$ cat config.mk
export PLATFORM = sky130hd
export DESIGN_NAME = pc_fetch
export DESIGN_NICKNAME = d
export VERILOG_FILES = /design/src/rtl/pc_fetch.sv
export SDC_FILE = /design/constraint.sdc
export NUM_CORES = 1
export LEC_CHECK = 0
export CORE_MARGIN = 1
export CORE_UTILIZATION = 35
export CTS_CLUSTER_SIZE = 30
export DETAILED_ROUTE_END_ITERATION = 16
export GPL_TIMING_DRIVEN = 0
export HOLD_SLACK_MARGIN = 0.03
export PLACE_DENSITY_LB_ADDON = 0.2
export SKIP_LAST_GASP = 1
export SLEW_MARGIN = 20
export SYNTH_ARGS = -nofsm -noshare
export SYNTH_HDL_FRONTEND = slang
export SYNTH_SLANG_ARGS = --single-unit
$ cat constraint.sdc
create_clock -name i_clk -period 2.3 [get_ports i_clk]
set_clock_uncertainty 0.15 [all_clocks]
set_input_delay 0.46 -clock i_clk [delete_from_list [all_inputs] [get_ports i_clk]]
set_output_delay 0.46 -clock i_clk [all_outputs]
set_load 0.01 [all_outputs]
$ cat src/rtl/pc_fetch.sv
`default_nettype none
// ============================================================================
//  Module   : pc_fetch
//  Purpose  : Program counter and instruction-fetch stage of the 16-bit CPU.
//             Holds the PC, issues single-word requests to instruction memory
//             over a req/ack handshake, and presents one fetched instruction
//             at a time to decode with stall backpressure. Fetch stops after
//             the HALT word has been accepted; a redirect restarts it.
//
//  Ports    : i_clk, i_rst          clock, synchronous active-high reset
//             i_target, i_redirect  branch target and load strobe
//             i_stall               decode not ready, hold presented slot
//             o_imem_req/o_imem_addr, i_imem_ack/i_imem_data  memory handshake
//             o_instr, o_instr_pc, o_instr_valid  presented instruction slot
//             o_halted              fetch stopped on HALT_WORD
//             o_fetch_count         accepted-fetch counter (optional)
//
//  Options  : PC_FETCH_COUNT_EN - when defined, adds o_fetch_count, a
//             saturating count of accepted fetches cleared only by reset.
//
//  Revision : 1.0  initial release
// ============================================================================
module pc_fetch #(
    parameter int                 WIDTH     = 16,
    parameter logic [0:WIDTH-1]   RESET_PC  = 16'h0000,
    parameter int                 ADDR_INC  = 1,
    parameter logic [0:WIDTH-1]   HALT_WORD = 16'hFFFF
) (
    input  logic                i_clk,
    input  logic                i_rst,
    input  logic [0:WIDTH-1]    i_target,
    input  logic                i_redirect,
    input  logic                i_stall,
    output logic                o_imem_req,
    output logic [0:WIDTH-1]    o_imem_addr,
    input  logic                i_imem_ack,
    input  logic [0:WIDTH-1]    i_imem_data,
    output logic [0:WIDTH-1]    o_instr,
    output logic [0:WIDTH-1]    o_instr_pc,
    output logic                o_instr_valid,
    output logic                o_halted
`ifdef PC_FETCH_COUNT_EN
    ,
    output logic [0:WIDTH-1]    o_fetch_count
`endif
);

    localparam logic [0:WIDTH-1] c_inc = WIDTH'(ADDR_INC);

    typedef enum logic [0:0] {
        ST_FETCH  = 1'b0,
        ST_HALTED = 1'b1
    } state_t;

    state_t             r_state;
    logic [0:WIDTH-1]   r_pc;
    logic [0:WIDTH-1]   r_instr;
    logic [0:WIDTH-1]   r_instr_pc;
    logic               r_instr_valid;

    logic               w_req;
    logic               w_accept;
    logic               w_consume;

    // A request is only raised when the slot is free or is being drained this
    // cycle, so an accepted word never overwrites an unconsumed instruction.
    // Redirect suppresses the request so a stale ack cannot be captured.
    assign w_req     = !i_rst && (r_state == ST_FETCH) && !i_redirect &&
                       (!r_instr_valid || !i_stall);
    assign w_accept  = w_req && i_imem_ack;
    assign w_consume = r_instr_valid && !i_stall;

    always_ff @(posedge i_clk) begin
        if (i_rst) begin
            r_state       <= ST_FETCH;
            r_pc          <= RESET_PC;
            r_instr       <= '0;
            r_instr_pc    <= '0;
            r_instr_valid <= 1'b0;
        end else if (i_redirect) begin
            r_state       <= ST_FETCH;
            r_pc          <= i_target;
            r_instr_valid <= 1'b0;
        end else if (w_accept) begin
            r_instr       <= i_imem_data;
            r_instr_pc    <= r_pc;
            r_instr_valid <= 1'b1;
            r_pc          <= r_pc + c_inc;
            // HALT is still presented to decode; only further fetch stops.
            if (i_imem_data == HALT_WORD) begin
                r_state <= ST_HALTED;
            end
        end else if (w_consume) begin
            r_instr_valid <= 1'b0;
        end
    end

`ifdef PC_FETCH_COUNT_EN
    logic [0:WIDTH-1]   r_fetch_count;

    always_ff @(posedge i_clk) begin
        if (i_rst) begin
            r_fetch_count <= '0;
        end else if (w_accept && (r_fetch_count != '1)) begin
            r_fetch_count <= r_fetch_count + WIDTH'(1);
        end
    end

    assign o_fetch_count = r_fetch_count;
`endif

    assign o_imem_req    = w_req;
    assign o_imem_addr   = r_pc;
    assign o_instr       = r_instr;
    assign o_instr_pc    = r_instr_pc;
    assign o_instr_valid = r_instr_valid;
    assign o_halted      = (r_state == ST_HALTED);

endmodule
`default_nettype wire
Yosys cells after proc, flatten, opt, wreduce, memory -nomap -nowiden:

Index checks and enable logic that the tools add are counted.

* flip-flop bits (word level): 50
* latch bits: 0
* RAM bits: 0
* memory bits (read-only): 0
* input bits: 37
* output and inout port bits: 51
* logic and storage cells: 28
* memories kept: 0

* $add $sub $neg: 1
* $mul: 0
* div/mod/pow operators: 0
* magnitude comparators: 0
* eq/ne operators: 1
* shift operators: 0
* multiplexer cells: 4
* bitwise logic cells: 2
* reductions and logical operators: 15

Operators by type and width (count)
* 2-to-1 mux 16 bit: 2
* adder 16 x 1 -> 16 bit, second input constant: 1
* == test 16 bit, second input constant: 1
* logical AND 1 bit: 5
* zero test 1 bit: 4
* AND reduction 2 bit: 2
* nonzero test 2 bit: 2
* 2-to-1 mux 1 bit: 2
* inverter 1 bit: 2
* OR reduction 2 bit: 1
* logical OR 1 bit: 1

Logic depth before layout (Yosys ltp):

Gate-level depths: netlist (run 1).

* depth in word-level cells: 7
* mapped depth: 8

Worst setup path before layout (run 1):

No wires, ideal clock.

* path kind: input to register
* from: input i_rst
* to: register r_pc (netlist bit o_imem_addr[7])
* arrival: 1881 ps
* setup slack: 195 ps
* stages on the path: 6
* buffers on the path: 1
* path through: buf_6 -> a2111o_1 -> inv_2 -> nand2_4 -> or4_1 -> a31oi_1

* word-level cells in the longest chain between the ends: 6

Ends and longest elaborated chain
* from (decl): RTL line 30 `input logic i_rst,`
* zero test 1 bit: RTL line 68 `assign w_req = !i_rst && (r_state == ST_FETCH) && !i_redirect &&`
* logical AND 1 bit (3 in series): RTL line 68
* named net o_imem_req: RTL line 34 `output logic o_imem_req,`
* logical AND 1 bit: RTL line 70 `assign w_accept = w_req && i_imem_ack;`
* nonzero test 2 bit (no line)
* to (signal assigned): RTL line 82 `r_pc <= i_target;`
* to (signal assigned): RTL line 88 `r_pc <= r_pc + c_inc;`
* to (decl): RTL line 56 `logic [0:WIDTH-1] r_pc;`

The timed path passes the listed nets, and every way through them passes these cells.
A chain may end at the register's enable or synchronous reset.

Worst setup path after layout (run 1):

* from: input i_stall
* to: output o_imem_req

* word-level cells in the longest chain between the ends: 3

Ends and longest elaborated chain
* from (decl): RTL line 33 `input logic i_stall,`
* zero test 1 bit: RTL line 69 `(!r_instr_valid || !i_stall);`
* logical OR 1 bit: RTL line 69
* logical AND 1 bit: RTL line 68
* to (decl): RTL line 34

Every way passes these cells.

==> results.cfg, run 1 <==
[sta]
fin_crit_ns = 2.21
slew_headroom_pct = 64.1
rsz0062_at_grt = no
drv_slew = 0
setup_viol = 0
final_hold_viol_count = 0
worstMarginPinSlew_ns = 0.538
post-route-period-util_pct = 96.3
max_clock_freq_ghz = 0.452

[detailed_routing]
viasPerCell = 5.22
num_vias = 2372
drc = 0
first_iter_violations = 98
drt_wl_total_mm = 6.61
routedWlPerCell_um = 14.5
drt_pass1_iterations = 4
ant_nets = 0

[placed_design]
portBuffers = 85
placed_cell_area_um2 = 3150
hpwlAfterDp_mm = 4.80
gp_congestion = 0.924

[synthesis]
synthAdderAreaFrac_pct = 0.567
synth_nets = 323
synth-compound-area-share_pct = 20.3
yosysWarnings = 0
synth_top_family_by_area = simple AND/OR/NAND/NOR gates
async_flop_share_pct = 0
muxShareOfSynthArea_pct = 0
ys_seq_elements = 50
syn_area_um2 = 2210
synth.distinct_cells = 42
synth-main-ff-cell = dfxtp_1
synth_simple_gate_area_share_pct = 27.9
synthXorXnorAreaFrac_pct = 1.19
syn_avg_cell_area_um2 = 7.75
seq_area_frac_synth_pct = 45.3
synth_enable_flop_cells = 0
syn_inst = 285

[cts]
clk_latency_ns = 0.30
root_buffer = clkbuf_8
cts_buffers = 5
clockBufferDepth = 2
postCtsHoldBufs = 0
clk_pin_slew_ns = 0.09
htree_levels = 2
cts_tree = done
clock-sinks = 50

[setup_path]
start_kind = input port
end_kind = output port
path_class = in2out
arrival_ns = 1.60
reg2reg_slack_ns = 0.12
crit_path_max_incr_delay_ns = 0.45
crit_chain = clkdlybuf4s50_1 > a2111o_1 > inv_2 > clkbuf_2
cp.required_ns = 1.69
timing.rr.start = o_imem_addr[15]
crit_buf_inv = 3
rr_worst_depth = 5
cpMaxStageDelayCell = clkdlybuf4s50_1
crit_family = buffers and inverters
crit_fanout = 5
r2r_end = o_imem_addr[3]

[grt]
grt_max_degree = 16
grt_pass1_vias = 2194
antenna_found_initial = 0
overflow = 0
grt_use_total_pct = 21.0
grt_pass1_wl_mm = 10.6

[pwr]
power.internal_mw = 1.30
power_density_nw_per_um2 = 540
p_leak_nw = 1.10
combPwrFrac_pct = 16.5
p_seq_share_pct = 53.0
p_clk_share_pct = 30.5
vdd_drop_max_mv = 0.243
switchingPower_mw = 0.472
swShare_pct = 26.7
total_power_mw = 1.77

[final_layout]
fin_nets = 416
utilization_pct = 54.7
antennaDiodeCount = 0
drive_gt1_share_pct = 8.44
fin_area_um2 = 3270
n_fill_cell = 590
area_delta_synth_final_pct = 48.3

[die]
ios = 88
die_y_um = 81.4
initial_core_util_pct = 36.9
core.rowCount = 28
die-area_um2 = 6630
die_w_um = 81.4
coreArea_um2 = 5990

[min_path]
holdPathEnd = o_instr[1]
hp-class = reg2reg
holdPathStages = 2
min-delay-start = o_instr[1]

[flow_run]
cap_violations = 0

[outcome]
status = completed
## layer usage
layer	GRT usage (%)	share of wire [%]	vias up
li1	-	-	1196
met1	29.7	48	1089
met2	32.4	44	80
met3	4.33	7.1	7
met4	5.36	1.1	0
met5	0	0	-
## Yosys cell counts (all sizes together) (2+ instances only)
cell type  count  area [um^2]
nor2          10         40.0
dfxtp         50         1000
o21ai          4         20.0
o211a          2         20.0
buf            3         21.3
nor3           5         25.0
xnor2          3         26.3
clkbuf        17         63.8
nand4         10         62.6
or3            4         31.3
nand2         81          312
nand3          8         40.0
or4            4         30.0
o22ai          3         18.8
nor4           4         25.0
a211oi         2         15.0
o311ai         2         17.5
a31oi          8         50.1
and3           2         12.5
a21oi         39          195
a311oi         2         17.5
inv            5         18.8
and2           4         25.0
## flip-flops by register name (all words and copies together), names as in the netlist
signal and cells:
o_imem_addr 16, o_instr_pc 16, o_instr 16, o_halted 1
o_instr_valid 1
## worst reg2reg max path, stage by stage (launching register included)
cell and delay, ns:
dfxtp_2 0.44, ha_2 0.26, and3_1 0.18, nand3_1 0.22, o41a_2 0.50, a2111oi_1 0.31
## power by group through the flow
stage / clock [mW] / combinational [mW] / sequential, mW
after floorplan: 0 / 0.110 / 0.963
after global placement: 0 / 0.286 / 0.958
after detailed placement: 0 / 0.288 / 0.957
after CTS: 0.549 / 0.291 / 0.938
after global routing: 0.588 / 0.320 / 0.944
final: 0.539 / 0.292 / 0.938
## how the worst max path moves through the flow
stage / from / end / cells after the start
2_1_floorplan: i_rst / o_imem_addr[7] / 6
3_3_place_gp: i_stall / o_imem_req / 4
3_5_place_dp: i_stall / o_instr[12] / 6
4_1_cts: i_stall / o_imem_req / 4
5_1_grt: i_stall / o_instr[6] / 7
6_report: i_stall / o_imem_req / 4
## layout by cell type, fill, tap and decap left out, drive strengths merged, types with 2 or more instances in the layout
cell type	netlist	final
nor4	4	4
o21ai	4	4
or3	4	4
buf	3	5
o211a	2	2
nor3	5	5
or4	4	4
xnor2	3	3
a311oi	2	2
clkdlybuf4s50	0	84
o22ai	3	3
nand2	81	81
nor2	10	10
inv	5	5
a211oi	2	2
dfxtp	50	50
and2	4	4
a31oi	8	8
nand4	10	10
a21oi	39	39
and3	2	2
clkbuf	17	23
o311ai	2	2
nand3	8	8
## cells by family after synthesis
family,after synthesis
xor gates and xnor gates,3
adders and majority gates,1
AOI/OAI and AO/OA,72
and+or+nand+nor,134
DFF,50
buffers and inverters,25
## per-stage QoR
stage / setup TNS, ns / worst slack, ns / hold slack (ns) / instances
6_report: 0 / 0.0858 / 0.308 / 454
5_1_grt: 0 / 0.00201 / 0.327 / 454
4_1_cts: -0.0436 / -0.0436 / 0.310 / 454
3_5_place_dp: -16.19 / -0.485 / 0.297 / 445
3_3_place_gp: -15.02 / -0.443 / 0.292 / 445
2_1_floorplan: 0 / 0.195 / 0.331 / 285
## repair_timing
item,CTS,global route
resized for setup,6,16
pin swaps,1,0
buffers inserted,1,0
setup endpoints to repair,32,21
## cell type report
type,count,area (um^2),share of cell area (%)
plain buffers,20,95.1,2.90
clock buffers,6,82.6,2.52
clock inverters,2,12.5,0.382
inverters,5,18.8,0.573
multi-input cells,210,1110,34.0
flip-flops and latches,50,1000,30.6
well taps,75,93.8,2.87
repair buffers,86,853,26.1
(Power assumes the default switching activity.)
==> inputs of run 2 (changes only) <==
- ABC_CLOCK_PERIOD_IN_PS: unset -> 2300
- CORE_UTILIZATION: 35 -> 25
==> results.cfg, run 2 (same netlist as run 1, synthesis figures left out) <==
[detailed_routing]
routedWlPerCell_um = 15.3
ant_nets = 0
drc = 0
num_vias = 2435
drt_pass1_iterations = 4
viasPerCell = 4.99
first_iter_violations = 143
drt_wl_total_mm = 7.45

[placed_design]
portBuffers = 85
placed_cells = 475
hpwlAfterDp_mm = 5.31
placed_cell_area_um2 = 3190
gp_congestion = 0.824

[setup_path]
end_kind = flop
crit_path_max_incr_delay_ns = 0.51
cpMaxStageDelayCell = o41a_2
arrival_ns = 2.27
timing.rr.start = o_imem_addr[15]
crit_fanout = 7
r2r_end = o_imem_addr[3]
cp.required_ns = 2.33
reg2reg_slack_ns = 0.06
crit_chain = ha_1 > and3_1 > nand3_1 > o41a_2 > a2111oi_0
rr_worst_depth = 5
start_kind = flop
path_class = reg2reg

[die]
ios = 88
coreArea_um2 = 8380
core.rowCount = 33
die_y_um = 96.0
die-area_um2 = 9210
initial_core_util_pct = 26.3
die_w_um = 96.0

[cts]
cts_buffers = 5
clk_latency_ns = 0.30
cts_tree = done
root_buffer = clkbuf_8
clock-sinks = 50
clk_pin_slew_ns = 0.09
clockBufferDepth = 2
postCtsHoldBufs = 0
htree_levels = 2

[sta]
setup_viol = 0
holdWs_ns = 0.307
drv_slew = 0
fin_crit_ns = 2.24
max_clock_freq_ghz = 0.446
worstMarginPinSlew_ns = 0.564
rsz0062_at_grt = yes
slew_headroom_pct = 62.4
final_hold_viol_count = 0
post-route-period-util_pct = 97.4

[min_path]
min-delay-start = o_instr_pc[6]
holdPathStages = 2
holdPathEnd = o_instr_pc[6]
hp-class = reg2reg

[grt]
grt_pass1_vias = 2299
grt_pass1_wl_mm = 11.4
overflow = 0
grt_use_total_pct = 16.4
antenna_found_initial = 0
grt_max_degree = 15

[pwr]
vdd_drop_max_mv = 0.255
power_density_nw_per_um2 = 524
p_leak_nw = 1.12

[final_layout]
antennaDiodeCount = 0
fin_cells = 488
drive_gt1_share_pct = 9.14
fin_nets = 421
fin_area_um2 = 3330
layout_common_cells = clkdlybuf4s50_1 (83), nand2_1 (79), dfxtp_1 (48), a21oi_1 (39), clkbuf_1 (11)
n_fill_cell = 895
final_common_cell = clkdlybuf4s50_1
area_delta_synth_final_pct = 50.9

[flow_run]
cap_violations = 0

[outcome]
status = completed
[run 2: cell types whose count changed in the layout (fill, tap and decap cells not counted), sizes merged]
cell,previous run,this run
dlymetal6s2s,0,1
clkdlybuf4s50,84,83
buf,5,11
clkbuf,23,21
nor2,10,11
clkinv,1,0
[run 2: area by class of cell]
cell class | instances | area (um^2) | area share [%]
Sequential cell | 50 | 1000 | 30.1
Clock inverter | 1 | 7.51 | 0.225
Tap cell | 105 | 131 | 3.94
Timing Repair Buffer | 90 | 886 | 26.6
Buffer | 20 | 96.3 | 2.89
Inverter | 5 | 18.8 | 0.563
Multi-Input combinational cell | 211 | 1120 | 33.5
Clock buffer | 6 | 72.6 | 2.18
[run 2: routing by layer]
layer  wire, um  vias up  global-route usage (%)
met5          0        -                       0
li1           -     1210                       -
met3        529        7                    3.55
met1       3580     1117                    22.4
met2       3280      101                    25.8
met4         70        0                    4.60
[run 2: per-stage QoR]
| stage | setup TNS [ns] | utilization [%] | power [mW] | setup WS [ns] |
|---|---|---|---|---|
| 4_1_cts | -0.0378 | 39.2 | 1.76 | -0.0378 |
| 3_5_place_dp | -17.55 | 38.1 | 1.25 | -0.529 |
| 5_1_grt | -0.00727 | 39.8 | 1.83 | -0.00626 |
| 3_3_place_gp | -16.73 | 38.1 | 1.25 | -0.501 |
| 6_report | 0 | 39.8 | 1.75 | 0.0603 |
| 2_1_floorplan | 0 | - | 1.07 | 0.195 |
[run 2: critical path: cells and delay by family, from the launching register on]
kind	cells	cell delay [ns]
compound gates	2	0.86
flops	1	0.44
simple gates	2	0.42
fa+ha+maj	1	0.25
[run 2: timing repair]
item / in CTS / in global routing
hold endpoints to repair: 0 / 0
setup buffers: 1 / 4
setup endpoints to repair: 35 / 35
cloned: 0 / 1
pin swaps: 1 / 3
resized for setup: 6 / 19
[run 2: how the worst max path moves through the flow]
stage | start | endpoint | slack [ns] | cells past startpoint
finish | o_imem_addr[15] | o_imem_addr[3] | 0.06 | 5
global route | o_imem_addr[8] | o_imem_addr[2] | -0.006 | 4
CTS | i_stall | o_imem_req | -0.04 | 4
detailed placement | i_stall | o_instr_pc[6] | -0.53 | 6
global placement | i_stall | o_instr_pc[6] | -0.50 | 6
floorplan | i_rst | o_imem_addr[7] | 0.20 | 6
[run 2: power breakdown]
group / switching, mW / internal (mW)
sequential: 0.0401 / 0.899
combinational: 0.142 / 0.160
clock: 0.295 / 0.209
